===== config.mk =====
export PLATFORM = sky130hd
export DESIGN_NAME = sobel_threshold_ctrl
export DESIGN_NICKNAME = d
export VERILOG_FILES = /design/src/rtl/sobel_ctrl_pkg.sv /design/src/rtl/sobel_edge_counter.sv /design/src/rtl/sobel_threshold_ctrl.sv
export SDC_FILE = /design/constraint.sdc
export NUM_CORES = 1
export LEC_CHECK = 0
export ABC_AREA = 1
export CORE_UTILIZATION = 51
export CTS_CLUSTER_DIAMETER = 200
export CTS_CLUSTER_SIZE = 14
export DETAILED_ROUTE_END_ITERATION = 6
export HOLD_SLACK_MARGIN = 0.15
export PLACE_DENSITY_LB_ADDON = 0.25
export SYNTH_ARGS = -nofsm -noshare
export SYNTH_HDL_FRONTEND = slang
export SYNTH_HIERARCHICAL = 1
export SYNTH_SLANG_ARGS = --single-unit
export TNS_END_PERCENT = 50

===== constraint.sdc =====
create_clock -name clk -period 1.8 [get_ports clk]
set_input_delay 0.36 -clock clk [delete_from_list [all_inputs] [get_ports clk]]
set_output_delay 0.36 -clock clk [all_outputs]
set_load 0.005 [all_outputs]

===== src/rtl/sobel_ctrl_pkg.sv =====
// Shared types and default parameters for the Sobel threshold controller.
package sobel_ctrl_pkg;

    typedef enum logic [1:0] {
        WAIT_SOF = 2'd0,
        IN_FRAME = 2'd1,
        UPDATE   = 2'd2
    } state_e;

    localparam int TH_INIT_D = 64;
    localparam int TH_STEP_D = 4;
    localparam int TH_MIN_D  = 8;
    localparam int TH_MAX_D  = 248;
    localparam int CNT_W_D   = 20;

endpackage


===== src/rtl/sobel_edge_counter.sv =====
// Saturating edge-pixel counter with enable and synchronous clear.
module sobel_edge_counter #(
    parameter int CNT_W = 20
) (
    input  logic             clk,
    input  logic             rst_n,
    input  logic             inc,
    input  logic             clr,
    output logic [CNT_W-1:0] count
);

    logic [CNT_W-1:0] cnt_q, cnt_d;

    always_comb begin
        cnt_d = cnt_q;
        if (clr) begin
            cnt_d = '0;
        end else if (inc && (cnt_q != {CNT_W{1'b1}})) begin
            cnt_d = cnt_q + 1'b1;
        end
    end

    always_ff @(posedge clk or negedge rst_n) begin
        if (!rst_n) begin
            cnt_q <= '0;
        end else begin
            cnt_q <= cnt_d;
        end
    end

    assign count = cnt_q;

endmodule


===== src/rtl/sobel_threshold_ctrl.sv =====
// Frame-synchronous threshold controller for a Sobel edge detector:
// counts edge pixels per frame and applies host config or auto-adjust.
module sobel_threshold_ctrl
    import sobel_ctrl_pkg::*;
#(
    parameter int TH_INIT = TH_INIT_D,
    parameter int TH_STEP = TH_STEP_D,
    parameter int TH_MIN  = TH_MIN_D,
    parameter int TH_MAX  = TH_MAX_D,
    parameter int CNT_W   = CNT_W_D
) (
    input  logic             clk,
    input  logic             rst_n,
    input  logic             per_frame_vsync,
    input  logic             post_frame_vsync,
    input  logic             post_frame_href,
    input  logic             post_frame_clken,
    input  logic             post_img_Bit,
    input  logic             cfg_valid,
    output logic             cfg_ready,
    input  logic             cfg_mode,
    input  logic [7:0]       cfg_threshold,
    input  logic [CNT_W-1:0] cfg_target_lo,
    input  logic [CNT_W-1:0] cfg_target_hi,
    output logic [7:0]       Sobel_Threshold,
    output logic [CNT_W-1:0] frame_edge_count,
    output logic             frame_count_valid,
    output logic             auto_mode
);

    state_e           state_q, state_d;
    logic             vs_q, pvs_q;
    logic             sof, eof, xfer, apply;
    logic [7:0]       th_q, th_d;
    logic             auto_q, auto_d;
    logic [CNT_W-1:0] lo_q, lo_d, hi_q, hi_d;
    logic             pend_q, pend_d;
    logic [7:0]       sh_th_q;
    logic             sh_mode_q;
    logic [CNT_W-1:0] sh_lo_q, sh_hi_q;
    logic [CNT_W-1:0] cnt, fec_q;
    logic             fcv_q;
    logic [8:0]       th_up, th_dn;

    assign sof   = per_frame_vsync & ~vs_q;
    assign eof   = ~post_frame_vsync & pvs_q;
    assign xfer  = cfg_valid & ~pend_q;
    assign apply = pend_q & (state_q == WAIT_SOF || state_q == UPDATE);
    assign th_up = {1'b0, th_q} + 9'(TH_STEP);
    assign th_dn = {1'b0, th_q} - 9'(TH_STEP);

    sobel_edge_counter #(.CNT_W(CNT_W)) u_cnt (
        .clk   (clk),
        .rst_n (rst_n),
        .inc   ((state_q == IN_FRAME) & post_frame_href &
                post_frame_clken & post_img_Bit),
        .clr   (state_q == UPDATE),
        .count (cnt)
    );

    always_comb begin
        state_d = state_q;
        th_d    = th_q;
        auto_d  = auto_q;
        lo_d    = lo_q;
        hi_d    = hi_q;
        pend_d  = pend_q | xfer;
        unique case (state_q)
            WAIT_SOF: if (sof) state_d = IN_FRAME;
            IN_FRAME: if (eof) state_d = UPDATE;
            UPDATE:   state_d = sof ? IN_FRAME : WAIT_SOF;
            default:  state_d = WAIT_SOF;
        endcase
        if (apply) begin
            th_d   = sh_th_q;
            auto_d = sh_mode_q;
            lo_d   = sh_lo_q;
            hi_d   = sh_hi_q;
            pend_d = 1'b0;
        end else if (state_q == UPDATE && auto_q) begin
            // 9-bit sums so the step can never wrap past 0 or 255
            if (cnt > hi_q) begin
                th_d = (th_up > 9'(TH_MAX)) ? 8'(TH_MAX) : th_up[7:0];
            end else if (cnt < lo_q) begin
                th_d = (th_dn[8] || th_dn < 9'(TH_MIN)) ? 8'(TH_MIN)
                                                        : th_dn[7:0];
            end
        end
    end

    always_ff @(posedge clk or negedge rst_n) begin
        if (!rst_n) begin
            state_q <= WAIT_SOF;
            vs_q    <= 1'b1;
            pvs_q   <= 1'b1;
            th_q    <= 8'(TH_INIT);
            auto_q  <= 1'b0;
            lo_q    <= '0;
            hi_q    <= '0;
            pend_q  <= 1'b0;
            fec_q   <= '0;
            fcv_q   <= 1'b0;
        end else begin
            state_q <= state_d;
            vs_q    <= per_frame_vsync;
            pvs_q   <= post_frame_vsync;
            th_q    <= th_d;
            auto_q  <= auto_d;
            lo_q    <= lo_d;
            hi_q    <= hi_d;
            pend_q  <= pend_d;
            fcv_q   <= (state_q == UPDATE);
            if (state_q == UPDATE) fec_q <= cnt;
        end
    end

    always_ff @(posedge clk or negedge rst_n) begin
        if (!rst_n) begin
            sh_th_q   <= '0;
            sh_mode_q <= 1'b0;
            sh_lo_q   <= '0;
            sh_hi_q   <= '0;
        end else if (xfer) begin
            sh_th_q   <= cfg_threshold;
            sh_mode_q <= cfg_mode;
            sh_lo_q   <= cfg_target_lo;
            sh_hi_q   <= cfg_target_hi;
        end
    end

    assign cfg_ready         = ~pend_q;
    assign Sobel_Threshold   = th_q;
    assign frame_edge_count  = fec_q;
    assign frame_count_valid = fcv_q;
    assign auto_mode         = auto_q;

endmodule


### Word-level counts from Yosys, hierarchy flattened

Cells that the tools add are included.
Widths: inputs -> output; s select.

* register bits after elaboration: 144
* output and inout bits: 31
* input bits: 57
* memory bits (writable): 0
* memory bits (read-only): 0
* memories kept: 0
* bits in latches: 0
* logic and storage cells: 61

* eq/ne operators: 5
* bitwise logic cells: 11
* order comparisons: 4
* reduce and logical (&&, ||, !) cells: 10
* muxes and demuxes: 13
* divide/modulo/power cells: 0
* add/sub/neg operators: 3
* shift operators: 0
* $mul: 0

Operators by type and width (number)
* $mux 8: 6
* $mux 20: 2
* $add 20x1->20 const B: 1
* $gt 20x20->1: 1
* $lt 20x20->1: 1
* $ne 20x20->1 const B: 1
* $add 8x3->9 const B: 1
* $gt 9x8->1 const B: 1
* $lt 9x4->1 const B: 1
* $sub 8x3->9 const B: 1
* $and 1x1->1: 7
* $pmux 2 s3: 1
* $mux 2: 2
* $ne 2x2->1 const B: 2
* $reduce_and 2->1: 2
* $reduce_bool 2->1: 2
* $not 1->1: 3
* $reduce_bool 3->1: 1
* $eq 2x1->1 const B: 1
* $eq 2x2->1 const B: 1
* $logic_and 1x1->1: 2
* $logic_not 2->1: 1
* $logic_or 1x1->1: 2
* $mux 1: 2
* $or 1x1->1: 1

### Logic depth before layout (Yosys ltp)

Gate-level depths: netlist of run 1.

* word-level depth: 8
* mapped depth: 18

### Hierarchy

The synthesis of run 1 kept the hierarchy.

Modules (own cells, without submodules)
* sobel_threshold_ctrl: times used 1, cells each 661, seq. area each 3106.7 um^2, area each 6117.1 um^2
* sobel_edge_counter: times used 1, cells each 207, seq. area each 500.5 um^2, area each 1393.8 um^2

### Worst setup path after synthesis of run 1

No wires, ideal clock.

* kind: register -> register
* start point: register u_cnt.cnt_q[15], in the netlist u_cnt/count[15]
* end point: register th_q[0], in the netlist Sobel_Threshold[0]
* library setup time: 0.117 ns
* clock period less this slack: 1.871 ns
* stages on the path, launching flop included: 16
* arrival: 1.754 ns
* slack: -0.071 ns
* cell sequence: dfrtp_1 > ha_1 > nand2_1 > nor2_1 > nand2_2 > nor2_4 > nand2_1 > nand3_2 > nand2_2 > buf_6 > nand2_2 > nand2_1 > nand2_1 > nand2_1 > nand2_1 > nand2_1

* cells in the longest elaborated chain, start to end: 4
* elaborated cells between the ends (all ways): 7

RTL lines
* start: declaration: line sobel_edge_counter.sv:12 `logic [CNT_W-1:0] cnt_q, cnt_d;`
* start signal: assignment: line sobel_edge_counter.sv:27 `cnt_q <= cnt_d;`
* $gt 20x20->1: line sobel_threshold_ctrl.sv:82 `if (cnt > hi_q) begin`
* $mux 8: line sobel_threshold_ctrl.sv:82
* $mux 8: line sobel_threshold_ctrl.sv:80 `end else if (state_q == UPDATE && auto_q) begin`
* $mux 8: line sobel_threshold_ctrl.sv:74 `if (apply) begin`
* end signal: assignment: line sobel_threshold_ctrl.sv:96 `th_q <= 8'(TH_INIT);`
* end signal: assignment: line sobel_threshold_ctrl.sv:107 `th_q <= th_d;`
* end: declaration: line sobel_threshold_ctrl.sv:34 `logic [7:0] th_q, th_d;`

Parallel ways exist; a longest one is shown, timed or not. The select of a mux whose other input is x is not followed.
A chain may end at the register's enable or synchronous reset.

### Worst setup path after layout of run 1

* start point: register u_cnt.cnt_q[18], in the netlist u_cnt/count[18]
* end point: register th_q[0], in the netlist Sobel_Threshold[0]

The elaborated chain is that of the path after synthesis.

==> results of run 1 <==
## layer usage
layer  GRT usage  wire length, um  up-vias
met5           0                0        -
met4      0.0956              473        0
met3      0.0540              883       45
met2       0.429             9210      197
met1       0.340             8390     3005
li1            -                -     3115
## flip-flops by register name (all words and copies together), names as in the netlist, 2 cells and up
name,cells
Sobel_Threshold,8
sh_lo_q,20
hi_q,20
lo_q,20
sh_th_q,8
state_q,2
frame_edge_count,20
u_cnt/count,20
sh_hi_q,20
## worst max path at each step
stage / end / slack, ns / depth (start not counted)
3_5_place_dp: Sobel_Threshold[0] / -0.24 / 14
6_report: Sobel_Threshold[0] / -0.20 / 14
2_1_floorplan: Sobel_Threshold[0] / -0.03 / 15
3_3_place_gp: Sobel_Threshold[1] / -0.19 / 14
4_1_cts: Sobel_Threshold[0] / -0.11 / 14
5_1_grt: Sobel_Threshold[1] / -0.30 / 14
## power breakdown
| part | internal, mW | leakage [nW] | switching [mW] | total (mW) |
|---|---|---|---|---|
| combinational | 2.10 | 2.84 | 2.47 | 4.57 |
| clock | 2.19 | 0.297 | 1.36 | 3.55 |
| sequential | 4.20 | 1.79 | 0.538 | 4.74 |
| total | 8.49 | 4.93 | 4.37 | 12.9 |
## cells in the final DEF (no fill, tap or decap), types with 3 or more instances in the layout
| master | netlist | routed |
|---|---|---|
| clkbuf_16 | 0 | 17 |
| nand4_1 | 10 | 10 |
| ha_1 | 43 | 27 |
| a21oi_2 | 0 | 6 |
| mux2_2 | 48 | 48 |
| nand2_4 | 2 | 8 |
| dfrtp_2 | 0 | 7 |
| dlygate4sd2_1 | 0 | 4 |
| nor3_1 | 7 | 7 |
| nand3_2 | 3 | 9 |
| clkdlybuf4s50_1 | 0 | 80 |
| clkinv_2 | 0 | 4 |
| nand2_2 | 8 | 17 |
| dfrtp_1 | 141 | 134 |
| a21oi_1 | 19 | 13 |
| nor2_1 | 52 | 43 |
| nand3_1 | 53 | 46 |
| nand3_4 | 2 | 3 |
| o21ai_2 | 0 | 3 |
| buf_12 | 0 | 6 |
| nand2_1 | 263 | 248 |
| xnor2_1 | 3 | 3 |
| inv_2 | 4 | 8 |
| clkbuf_8 | 0 | 4 |
| buf_6 | 4 | 10 |
| nor2_4 | 5 | 8 |
| o21ai_1 | 1 | 5 |
| nor2_2 | 4 | 10 |
| buf_4 | 1 | 67 |
| xor2_1 | 6 | 6 |
| inv_1 | 96 | 92 |
| ha_4 | 0 | 16 |
| dfstp_2 | 3 | 3 |
| o21ai_0 | 61 | 54 |
## through the flow
step | setup TNS (ns) | util
CTS | -0.794 | 0.701
floorplan | -0.0707 | -
global route | -2.32 | 0.724
finish | -1.41 | 0.724
global placement | -1.63 | 0.649
detailed placement | -1.96 | 0.649
## cell families (layout without fill, tap and decap cells)
| group | count (synthesis) | count (layout) | share of synthesized area |
|---|---|---|---|
| and+or+nand+nor | 414 | 414 | 0.241 |
| adders and majority gates | 43 | 43 | 0.0716 |
| muxes | 48 | 48 | 0.0720 |
| AOI/OAI and AO/OA | 84 | 84 | 0.0570 |
| buffers and inverters | 126 | 303 | 0.0681 |
| DFF | 144 | 144 | 0.480 |
| xor gates and xnor gates | 9 | 9 | 0.0105 |
## layout make-up
cell class                 instances  area [um^2]  share of cell area
clock inverter                     9          106              0.0104
sequential                       144         3620               0.354
inverter                         101          379              0.0371
clock buffer                      23          488              0.0478
multi-input combinational        598         3790               0.371
timing repair buffer             170         1610               0.157
tap                              180          225              0.0221
## timing repair
| action | CTS | global route |
|---|---|---|
| setup endpoints to repair | 13 | 22 |
| setup buffers | 2 | 5 |
| pin swaps | 18 | 24 |
| hold buffers | 1 | 0 |
| hold endpoints to repair | 31 | 0 |
| gates resized for setup | 40 | 55 |
==> run_results.csv, run 1 <==
group,metric,value,unit
status,run_status,"finished with violations",
status,violations,"setup timing",
setup_path,required,2.16,ns
global_routing,grt_overflow,0,
setup_path,crit_buf_inv,1,
finish,fillCellCount,1047,
floorplanning,chipHeight,123,um
sta,setup_viol,8,
floorplanning,fp-row-count,43,
setup_path,path_delay_family,"simple AND/OR/NAND/NOR gates",
global_routing,grt_max_degree,67,
synthesis,synth_area_leaders,"dfrtp_1 (47%), nand2_1 (13%), mux2_2 (7.2%)",
clocking,clkLatencyLatePin,0.42,ns
sta,rsz0062_at_grt,"yes",
pwr,total_leakage_power,4.93,nW
global_routing,grt_pass1_wl,30100,um
detailed_routing,postRouteAntennaNets,0,
detailed_routing,drcViolationCount,0,
detailed_routing,routed_via_density,5.19,
floorplanning,core_area,14100,um^2
place,post-dp-hpwl,12700,um
min_path,min_from,"per_frame_vsync",
place,dpl.cell_count,1185,
sta,holdWs,0.397,ns
synthesis,syn_nets,968,
sta,fin_crit_sh,1.11,
setup_path,path_cells,"buf_4, ha_1, nand2_2, nor2_2, nand2_1, nor2_1, nand2_1, nand3_2, nand2_4, nand2_2, nand2_2, nand2_2, nand2_1, nand2_1",
detailed_routing,drtIter0Drc,474,
setup_path,worst-setup-path-type,"flop to flop",
finish,finalNonFillerCells,1225,
setup_path,crit_slowest_cell,"dfrtp_1",
sta,timing.final.ws_setup,-0.200,ns
synthesis,syn_area_per_cell,8.65,um^2
clocking,cts_root_buf,"clkbuf_16",
clocking,cts_inserted_buffers,17,
detailed_routing,wirelength,19000,um
synthesis,yosysSeqAreaShare,0.480,
sta,finalMaxSlewViolations,0,
synthesis,synth_seq_cells,144,
synthesis,synthTopCellsByCount,"nand2_1 (263), dfrtp_1 (141), inv_1 (96)",
clocking,htree_num_levels,4,
synthesis,yosysTopAreaCellShare,0.470,
synthesis,ys.flop_type,"dfrtp_1",
sta,skew,0.00732,ns
pwr,power.total,12.9,mW
setup_path,ff2ff_path_depth,14,
finish,drive_gt1_frac,0.250,
clocking,cts_tree,"done",
detailed_routing,detail_route.first_pass.iterations,7,
synthesis,synth_edf_count,0,
detailed_routing,wl_per_cell,15.5,um
setup_path,r2r_slack,-0.20,ns
setup_path,cp-end-kind,"flop",
synthesis,synth_warnings,6,
synthesis,synth_top_area_cell,"dfrtp_1",
setup_path,critPathLaunchType,"flop",
pwr,power_density,1260,nW/um^2
pwr,peakVddDrop,0.876,mV
sta,worst_slew_pin_slew,0.356,ns
synthesis,synth_most_common_cell,"nand2_1",
setup_path,timing.rr.start,"u_cnt/count[18]",
global_routing,track_usage,0.261,
global_routing,first_global_vias,6190,
floorplanning,die_w,123,um
finish,final_cell_area,10200,um^2
place,postPlaceCellArea,9150,um^2
place,io_buffers,87,
finish,fin_nets,1132,
sta,slew_headroom,0.760,
synthesis,ys_async_sr_fraction,1.00,
min_path,hp-class,"primary input to flop",
finish,areaGrowthSynthToFinish,35.9,%
sta,max_freq,500,MHz
finish,diodes,0,
floorplanning,initial_core_util,0.533,
clocking,cts_sinks,144,
min_path,hold-path-cell-count,1,
synthesis,synthCells,868,
place,post-place-ws,-0.236,ns
min_path,holdPathEnd,"vs_q",
place,gp_congestion,0.889,
synthesis,synth_cell_types,36,
sta,min_period,2.00,ns
setup_path,critPathArrivalTime,2.36,ns
floorplanning,die_area,15200,um^2
global_routing,antenna_found_initial,0,
clocking,clk_pin_slew,0.06,ns
setup_path,crit_fanout,3,
sta,final_hold_viol_count,0,
synthesis,netlist_area,7510,um^2
setup_path,reg2reg_to,"Sobel_Threshold[0]",
clocking,clockBufferDepth,2,
job,max_cap_viol_count,0,
setup_path,crit_start,"u_cnt/count[18]",
detailed_routing,via_count,6362,
setup_path,crit_path_max_incr_delay,0.42,ns
floorplanning,ios,88,
(Power assumes the default switching activity.)
==> run 2, diff against run 1 <==
--- a/config.mk
+++ b/config.mk
@@ -12,6 +12,7 @@
 export DETAILED_ROUTE_END_ITERATION = 6
 export HOLD_SLACK_MARGIN = 0.15
 export PLACE_DENSITY_LB_ADDON = 0.25
+export SLEW_MARGIN = 0
 export SYNTH_ARGS = -nofsm -noshare
 export SYNTH_HDL_FRONTEND = slang
 export SYNTH_HIERARCHICAL = 1
==> results of run 2 <==
The final DEF is identical to that of run 1; final timing and power are the same.
==> run 3, diff against run 2 <==
--- a/config.mk
+++ b/config.mk
@@ -5,7 +5,6 @@
 export SDC_FILE = /design/constraint.sdc
 export NUM_CORES = 1
 export LEC_CHECK = 0
-export ABC_AREA = 1
 export CORE_UTILIZATION = 51
 export CTS_CLUSTER_DIAMETER = 200
 export CTS_CLUSTER_SIZE = 14
==> run_results.csv, run 3 <==
group,metric,value,unit
clocking,cts_inserted_buffers,17,
pwr,switching_share,0.325,
clocking,cts_sinks,144,
finish,layout_commonest_cell,"dfrtp_1",
clocking,cts_root_buf,"clkbuf_16",
synthesis,synthAdderAreaFrac,0.0749,
synthesis,yosysSeqAreaShare,0.502,
detailed_routing,wl_per_cell,17.4,um
synthesis,syn_nets,773,
synthesis,synth_warnings,6,
sta,rsz0062_at_grt,"yes",
synthesis,synth_area_leaders,"dfrtp_1 (49%), mux2_2 (12%), ha_1 (7.5%)",
synthesis,synth_compound_area_frac,0.116,
clocking,clk_pin_slew,0.06,ns
synthesis,synth_top_family_by_area,"simple AND/OR/NAND/NOR gates",
sta,max_freq,355,MHz
floorplanning,chipHeight,121,um
detailed_routing,drtIter0Drc,383,
status,run_status,"finished with violations",
finish,drive_gt1_frac,0.322,
synthesis,synth_edf_count,0,
status,violations,"setup timing",
clocking,cts_tree,"done",
finish,diodes,0,
synthesis,synth_cell_types,58,
synthesis,synth_seq_cells,144,
synthesis,yosysTopAreaCellShare,0.491,
synthesis,netlist_area,7180,um^2
global_routing,first_global_vias,5910,
job,max_cap_viol_count,0,
sta,timing.final.ws_setup,-1.02,ns
finish,areaGrowthSynthToFinish,40.1,%
min_path,hp-class,"primary input to flop",
setup_path,worst-setup-path-type,"flop to flop",
synthesis,ys.flop_type,"dfrtp_1",
synthesis,synthSimpleGateAreaFrac,0.135,
synthesis,synthTopCellsByCount,"dfrtp_1 (141), mux2_2 (76), nand2_1 (76)",
place,post-dp-hpwl,13100,um
clocking,clkLatencyLatePin,0.43,ns
pwr,p_sw,4.24,mW
setup_path,cp-end-kind,"flop",
pwr,p_int,8.83,mW
floorplanning,core_area,13800,um^2
floorplanning,ios,88,
pwr,power.total,13.1,mW
detailed_routing,postRouteAntennaNets,0,
pwr,power_density,1300,nW/um^2
floorplanning,fp-row-count,43,
pwr,pwr-share-seq,0.358,
sta,min_period,2.82,ns
sta,skew,0.0110,ns
floorplanning,die_w,121,um
global_routing,grt_max_degree,51,
floorplanning,die_area,14600,um^2
global_routing,grt_overflow,0,
sta,fin_crit_sh,1.57,
clocking,clockBufferDepth,2,
synthesis,synth_xor_area_frac,0,
synthesis,ys_async_sr_fraction,1.00,
place,io_buffers,87,
synthesis,synthCells,673,
sta,slew_headroom,0.602,
detailed_routing,routed_via_density,5.46,
pwr,total_leakage_power,4.66,nW
setup_path,crit_fanout,5,
sta,final_hold_viol_count,0,
synthesis,syn_area_per_cell,10.7,um^2
detailed_routing,detail_route.first_pass.iterations,5,
detailed_routing,drcViolationCount,0,
setup_path,critPathArrivalTime,3.16,ns
pwr,peakVddDrop,0.847,mV
sta,worst_slew_pin_slew,0.597,ns
finish,fin_nets,966,
global_routing,grt_pass1_wl,29700,um
place,gp_congestion,0.849,
sta,finalMaxSlewViolations,0,
detailed_routing,wirelength,18400,um
global_routing,track_usage,0.269,
finish,final_cell_mix,"dfrtp_1 (140), buf_4 (100), clkdlybuf4s50_1 (77), nand2_1 (75), mux2_2 (75)",
sta,setup_viol,15,
sta,final.setup.tns,-7.70,ns
pwr,combPwrFrac,0.377,
floorplanning,initial_core_util,0.520,
global_routing,antenna_found_initial,0,
clocking,htree_num_levels,4,
pwr,power_frac_clock,0.264,
detailed_routing,via_count,5778,
synthesis,synth_most_common_cell,"dfrtp_1",
synthesis,synth_mux_area_frac,0.128,
setup_path,critPathLaunchType,"flop",
synthesis,synth_top_area_cell,"dfrtp_1",
setup_path,required,2.14,ns
==> run 3: cell types whose count changed after synthesis, sizes merged, moves of 13 or more <==
cell,change
mux2,+29
inv,-50
nor2,-34
nor2b,+16
nand3,-51
a21oi,+13
nand2,-197
==> run 3: timing repair <==
item                                    CTS  global route
gates resized for setup                  41            30
hold endpoints to repair                 61             0
buffers inserted                         10             2
hold buffers                              1             0
pin swaps                                21            13
cloned                                    0             0
endpoints found under the setup margin   35            27
==> run 3: final timing paths <==
kind                            startpoint                  to  slack [ns]  depth (start not counted)
hold / removal             per_frame_vsync                vs_q        0.38                          1
max in group asynchronous            rst_n                vs_q        0.79                          3
setup / recovery            u_cnt/count[9]  Sobel_Threshold[4]       -1.02                          9
hold reg to reg                  sh_mode_q           auto_mode        0.48                          2
setup reg to reg            u_cnt/count[9]  Sobel_Threshold[4]       -1.02                          9
min in group asynchronous            rst_n          sh_th_q[4]        0.39                          2
==> run 3: power by group through the flow <==
stage	combinational [mW]	sequential, mW	clock [mW]
finish	4.93	4.68	3.46
global route	5.46	4.79	3.65
CTS	4.82	4.68	3.52
detailed placement	4.65	4.73	0
global placement	4.53	4.69	0
floorplan	2.43	4.61	0
==> run 3: per-layer routing <==
metal | global-route usage | wire (um)
met5 | 0 | 0
met4 | 0.0887 | 335
met3 | 0.0594 | 711
met2 | 0.447 | 9030
met1 | 0.349 | 8330
==> run 3: cell families (layout without fill, tap and decap cells) <==
family | Yosys count | in the layout
buffers and inverters | 82 | 288
adders and majority gates | 43 | 43
muxes | 82 | 82
DFF | 144 | 144
and+or+nand+nor | 189 | 189
AOI/OAI and AO/OA | 133 | 133
==> run 3: stage by stage <==
stage | hold WS, ns | utilization | area (um^2) | setup WS, ns | cells
after floorplan | 0.0644 | - | 7270 | -0.923 | 673
after global placement | 0.264 | 0.659 | 9110 | -0.976 | 1015
after detailed placement | 0.263 | 0.659 | 9110 | -1.11 | 1015
after CTS | 0.367 | 0.717 | 9910 | -1.04 | 1057
after global routing | 0.384 | 0.728 | 10100 | -1.11 | 1059
final | 0.385 | 0.728 | 10100 | -1.02 | 1059
==> run 3: worst max-delay path: stages (launching register included) <==
cell     delay [ns]
dfrtp_1        0.41
ha_4           0.29
nand4_1        0.13
or4_4          0.52
a211o_1        0.31
a31oi_4        0.26
nor2b_2        0.09
a21oi_2        0.10
or4b_4         0.45
a31oi_1        0.17
==> run 3: area by class of cell <==
type	count	area (um^2)
Clock inverter	12	133
Tap cell	180	225
Fill cell	962	3760
Timing Repair Buffer	206	1880
Multi-Input combinational cell	447	3580
Inverter	50	188
Clock buffer	20	447
Sequential cell	144	3610
